--- config.mk ---
export PLATFORM = sky130hd
export DESIGN_NAME = bird_motion_ctrl
export DESIGN_NICKNAME = d
export VERILOG_FILES = /design/src/rtl/bird_motion_ctrl.sv
export SDC_FILE = /design/constraint.sdc
export NUM_CORES = 1
export LEC_CHECK = 0
export ABC_AREA = 1
export BUFFER_PORTS_ARGS = -buffer_cell sky130_fd_sc_hd__clkbuf_2
export CORE_ASPECT_RATIO = 0.6
export CORE_UTILIZATION = 30
export CTS_BUF_LIST = sky130_fd_sc_hd__clkbuf_16
export DETAILED_ROUTE_END_ITERATION = 10
export GPL_TIMING_DRIVEN = 0
export SYNTH_ARGS = -nofsm -noshare
export SYNTH_HDL_FRONTEND = slang
export SYNTH_SLANG_ARGS = --single-unit
--- constraint.sdc ---
create_clock -name clk -period 2.54 [get_ports clk]
set_clock_uncertainty 0.2 [all_clocks]
set_input_delay 0.635 -clock clk [delete_from_list [all_inputs] [get_ports clk]]
set_output_delay 0.635 -clock clk [all_outputs]
set_load 0.01 [all_outputs]
--- src/rtl/bird_motion_ctrl.sv ---
// Bird motion, game state and score controller: pops keypad events, integrates
// gravity/flap velocity once per video frame and tracks IDLE/PLAY/DEAD.
module bird_motion_ctrl #(
    parameter logic        [9:0] X_POS        = 10'd160,
    parameter logic        [8:0] Y_START      = 9'd240,
    parameter logic        [3:0] GRAVITY      = 4'd1,
    parameter logic signed [5:0] FLAP_VEL     = -6'sd8,
    parameter logic signed [5:0] VMAX         = 6'sd12,
    parameter logic        [7:0] SCORE_FRAMES = 8'd64
) (
    input  logic       clk,
    input  logic       rst,
    input  logic       frame_tick,
    input  logic       key_ready,
    input  logic [4:0] key_code,
    input  logic       collide,
    output logic       key_rdn,
    output logic [9:0] bird_x,
    output logic [8:0] bird_y,
    output logic [1:0] state,
    output logic [7:0] score
);

    typedef enum logic [1:0] {
        IDLE = 2'd0,
        PLAY = 2'd1,
        DEAD = 2'd2
    } state_t;

    // Keypad handshake: key_ready is a level; a rising edge is one event and
    // key_rdn pulses low for the cycle after it to pop that event.
    state_t             state_q, state_d;
    logic        [8:0]  y_q, y_d;
    logic signed [5:0]  vel_q, vel_d;
    logic        [7:0]  score_q, score_d;
    logic        [7:0]  frame_q, frame_d;
    logic               pend_q, pend_d;
    logic               was_ready;
    logic               key_event, flap_key, start_key, flap_eff;
    logic signed [10:0] y_next;
    logic signed [7:0]  vel_inc;
    logic signed [5:0]  vel_new;

    assign key_event = key_ready & ~was_ready;
    assign flap_key  = key_event && (key_code == 5'h05);
    assign start_key = key_event && (key_code == 5'h0c);
    assign flap_eff  = pend_q | flap_key;

    assign y_next  = $signed({2'b00, y_q}) + $signed({{5{vel_q[5]}}, vel_q});
    assign vel_inc = $signed({{2{vel_q[5]}}, vel_q}) + $signed({4'b0000, GRAVITY});
    assign vel_new = flap_eff ? FLAP_VEL :
                     (vel_inc > $signed({{2{VMAX[5]}}, VMAX})) ? VMAX : vel_inc[5:0];

    always_comb begin
        state_d = state_q;
        y_d     = y_q;
        vel_d   = vel_q;
        score_d = score_q;
        frame_d = frame_q;
        pend_d  = pend_q;
        case (state_q)
            IDLE: begin
                y_d     = Y_START;
                vel_d   = '0;
                score_d = '0;
                frame_d = '0;
                pend_d  = 1'b0;
                if (start_key) state_d = PLAY;
            end
            PLAY: begin
                if (frame_tick) begin
                    pend_d = 1'b0;
                    if (y_next < 11'sd0) begin
                        y_d   = '0;
                        vel_d = '0;
                    end else if (y_next > 11'sd479) begin
                        y_d     = 9'd479;
                        vel_d   = vel_new;
                        state_d = DEAD;
                    end else begin
                        y_d   = y_next[8:0];
                        vel_d = vel_new;
                    end
                    if (frame_q + 8'd1 == SCORE_FRAMES) begin
                        frame_d = '0;
                        if (score_q != 8'hff) score_d = score_q + 8'd1;
                    end else begin
                        frame_d = frame_q + 8'd1;
                    end
                end else begin
                    pend_d = flap_eff;
                end
                if (collide) state_d = DEAD;
            end
            DEAD: begin
                if (start_key) begin
                    state_d = IDLE;
                    y_d     = Y_START;
                    vel_d   = '0;
                    score_d = '0;
                    frame_d = '0;
                    pend_d  = 1'b0;
                end
            end
            default: state_d = IDLE;
        endcase
    end

    always_ff @(posedge clk) begin
        if (rst) begin
            state_q   <= IDLE;
            y_q       <= Y_START;
            vel_q     <= '0;
            score_q   <= '0;
            frame_q   <= '0;
            pend_q    <= 1'b0;
            was_ready <= 1'b0;
            key_rdn   <= 1'b1;
        end else begin
            state_q   <= state_d;
            y_q       <= y_d;
            vel_q     <= vel_d;
            score_q   <= score_d;
            frame_q   <= frame_d;
            pend_q    <= pend_d;
            was_ready <= key_ready;
            key_rdn   <= ~key_event;
        end
    end

    assign bird_x = X_POS;
    assign bird_y = y_q;
    assign state  = state_q;
    assign score  = score_q;

endmodule

==> results.md <==
* Layout Nets at 426
* Least-Margin Pin Slew at 0.5946 ns
* Post-route worst setup slack at 0.1801 ns
* Post-route minimum period at 2.360 ns
* Place WS at -0.04367 ns
* CTS buffer count at 5
* Min-delay worst type: flip-flop to flip-flop
* TritonCTS clock tree: done
* Startpoint types: flip-flop
* Clk pwr share at 48.2%
* Final setup violating endpoints at 0
* Vias per cell at 4.564
* PD cells at 418.7 nW/um^2
* Most frequent CP cell: nand2_1
* Largest net degree at the start of global routing at 12
* Number of synthesized flops with an enable pin at 0
* Total chip power at 1.221 mW
* Die span in x at 118.5 um
* Switching power at 0.2724 mW
* Worst hold margin at 0.2465 ns
* DRT iter0 DRCs at 130
* WL per Instance at 11.47 um
* Placed insts at 502
* Slowest stage cell, crit path: fa_2
* CTS H-tree lvls at 2
* Initial antenna violation count at 0
* Beginning of the worst hold path: was_ready$_SDFF_PP0_
* Dominant synthesized flop cell: dfxtp_1
* Die ar. at 8513 um^2
* Register area share after synthesis at 29.52%
* Final global-route overflow total at 0
* Met2 Wirelength at 2209 um
* Core Rows at 25
* Vias in the first global route at 1,953
* Antenna cells at 0
* Layout cells sized above 1 at 19.20%
* PostCTS Resize Cnt at 2
* Cells after synthesis at 357
* Top cell family by delay on the critical path: simple AND/OR/NAND/NOR gates
* Via count at 2,323
* TritonCTS Sinks at 36
* Sw frac at 22.31%
* Total core area at 7883 um^2
* Final std cells w/o fill at 509
* Slew Viols, Final at 0
* Clock root cell: clkbuf_16
* DR WL met3 at 257 um
* DR DRC count at 0
* Leak at 1.358 nW
* Worst R2R Setup Slack at 0.18 ns
* IO Pins at 40
* Highest Signal Layer: met4
* Logic gate share of total power at 5.0%
* Unrepaired setup endpoints after global routing: false
* Wl on met1 at 3305 um
* Synthesized area at 2441 um^2
* Worst EP required at 2.52 ns
* Synthesis-stage register bit count at 36
* Die Y at 71.87 um
* I/O Buffers at 29
* GRT Total Usage at 14.13%
* Period utilisation layout at 92.91%
* Max Cap Viol at 0
* Initial Util at 30.97%
* R2r startpoint: vel_q[0]$_SDFFE_PP0P_
* Critical path type: flip-flop to flip-flop
* ANT nets after route at 0
* Status: finished, final reports clean
* Worst Setup End Kind: flip-flop
* Skew-Pair Late Insertion Delay at 0.28 ns
* Clk buf depth at 2
* Seq pwr share at 46.8%
* CP peak stage delay at 0.37 ns
* Clk pin slew, worst setup/hold paths at 0.06 ns
* DP HPWL at 4612 um
* Global-route wire length before repair at 9508 um
* Fin util at 36.98%
* Drt pass-1 iters at 4
* GP Congestion at 0.8350
* Worst rel slew slack at 60.36%
* Int Pwr at 0.9484 mW
* # fillers at 861
* Worst Path Max Fanout at 5
* Peak Freq at 423.8 MHz
* Post-CTS Setup Bufs at 0
* Async SR Flop Fraction at 0%
* CTS Hold Bufs at 0
* DRT Wirelength at 5836 um
* Number of distinct library cells after synthesis at 35
* VDD IR max at 0.1968 mV
* Critical path buffers and inverters at 1
* Final Hold Viols at 0
* Layout area overhead at 19.43%
* CP cell instances: ha_2 -> fa_2 -> nand3_1 -> nand3_2 -> nand2_2 -> nand2_1 -> nand2_1 -> nand2_1 -> nand3_1 -> nand2_2 -> nand2_2 -> nand2_1 -> o22ai_1 -> inv_1
* Mapped Avg Cell Area at 6.838 um^2
* CP Launch Point: vel_q[0]$_SDFFE_PP0P_
* Yosys warns at 0
* CP Data Arrival Time at 2.34 ns
-- Yosys cell counts, types with 3 or more instances --
master / number / area (um^2)
xnor2_1: 3 / 26.28
o22ai_1: 9 / 56.30
nor2_2: 3 / 18.77
o21ai_0: 18 / 90.09
nor3_1: 5 / 25.02
nand2_1: 76 / 285.3
buf_4: 10 / 75.07
ha_1: 14 / 175.2
xor2_1: 10 / 87.58
inv_1: 45 / 168.9
a21oi_1: 19 / 95.09
nor3_2: 3 / 30.03
nand2_2: 3 / 18.77
nand3_1: 27 / 135.1
nand4_1: 8 / 50.05
nor2_1: 45 / 168.9
dfxtp_1: 36 / 720.7
-- kinds of logic after synthesis --
family                     count (synthesis)  synth area share (%)
and+or+nand+nor                          179                 33.52
adders and majority gates                 15                 7.996
other                                      2                0.3076
xor gates and xnor gates                  13                 4.664
buffers and inverters                     60                 11.48
DFF                                       36                 29.52
AOI/OAI and AO/OA                         52                 12.51
-- metrics by stage --
stage	cell area (um^2)	setup TNS [ns]
floorplan	2471	0
global placement	2751	-0.1043
detailed placement	2751	-0.1416
CTS	2894	0
global route	2915	0
finish	2915	0
-- power groups by stage --
stage                     sequential, mW  clock [mW]  combinational [mW]
after floorplan                    0.584           0              0.0416
after global placement             0.583           0              0.0602
after detailed placement           0.583           0              0.0609
after CTS                          0.571       0.606              0.0611
after global routing               0.571       0.629              0.0686
final                              0.571       0.589              0.0611
-- registers in the layout, indices dropped and copies added, names as in the netlist --
name / count
key_rdn: 1
pend_q: 1
was_ready: 1
score: 8
vel_q: 6
frame_q: 8
state: 2
bird_y: 9
-- final timing paths --
check	end	depth (start not counted)
setup / recovery	bird_y[4]$_SDFFE_PP1P_	14
hold / removal	key_rdn$_SDFF_PP1_	2
setup reg to reg	bird_y[4]$_SDFFE_PP1P_	14
hold reg to reg	key_rdn$_SDFF_PP1_	2
-- worst register-to-register path, stage by stage (launching register included) --
cell,delay [ns]
dfxtp_1,0.35
ha_2,0.23
fa_2,0.37
nand3_1,0.10
nand3_2,0.11
nand2_2,0.09
nand2_1,0.07
nand2_1,0.07
nand2_1,0.07
nand3_1,0.09
nand2_2,0.11
nand2_2,0.12
nand2_1,0.09
o22ai_1,0.13
inv_1,0.05
-- cells in the final DEF, fill, tap and decap left out, drive strengths merged, types with 2 or more instances in the layout --
cell / instances
inv: 45
nor3: 8
clkbuf: 35
xnor2: 3
clkinv: 2
o22ai: 9
nand2: 81
buf: 13
nand4: 8
ha: 14
nand3: 29
xor2: 10
a21oi: 19
o21ai: 19
nor2: 50
conb: 10
dfxtp: 36
-- cell type report --
cell class	count	area, um^2	share of cell area (%)
clock buffer	5	125.1	4.292
timing repair buffer	29	145.1	4.979
clock inverter	2	12.51	0.4292
multi-input combinational	269	1495	51.29
buffer	14	106.4	3.648
sequential	36	721.9	24.76
tap	108	135.1	4.635
inverter	46	173.9	5.966
-- per-layer routing --
metal  GRT usage [%]  vias up
met5               0        -
li1                -     1239
met3           3.264        7
met1           21.81     1028
met4           4.219        0
met2           18.89       49
Note: power is estimated with default switching activity, not from simulation.
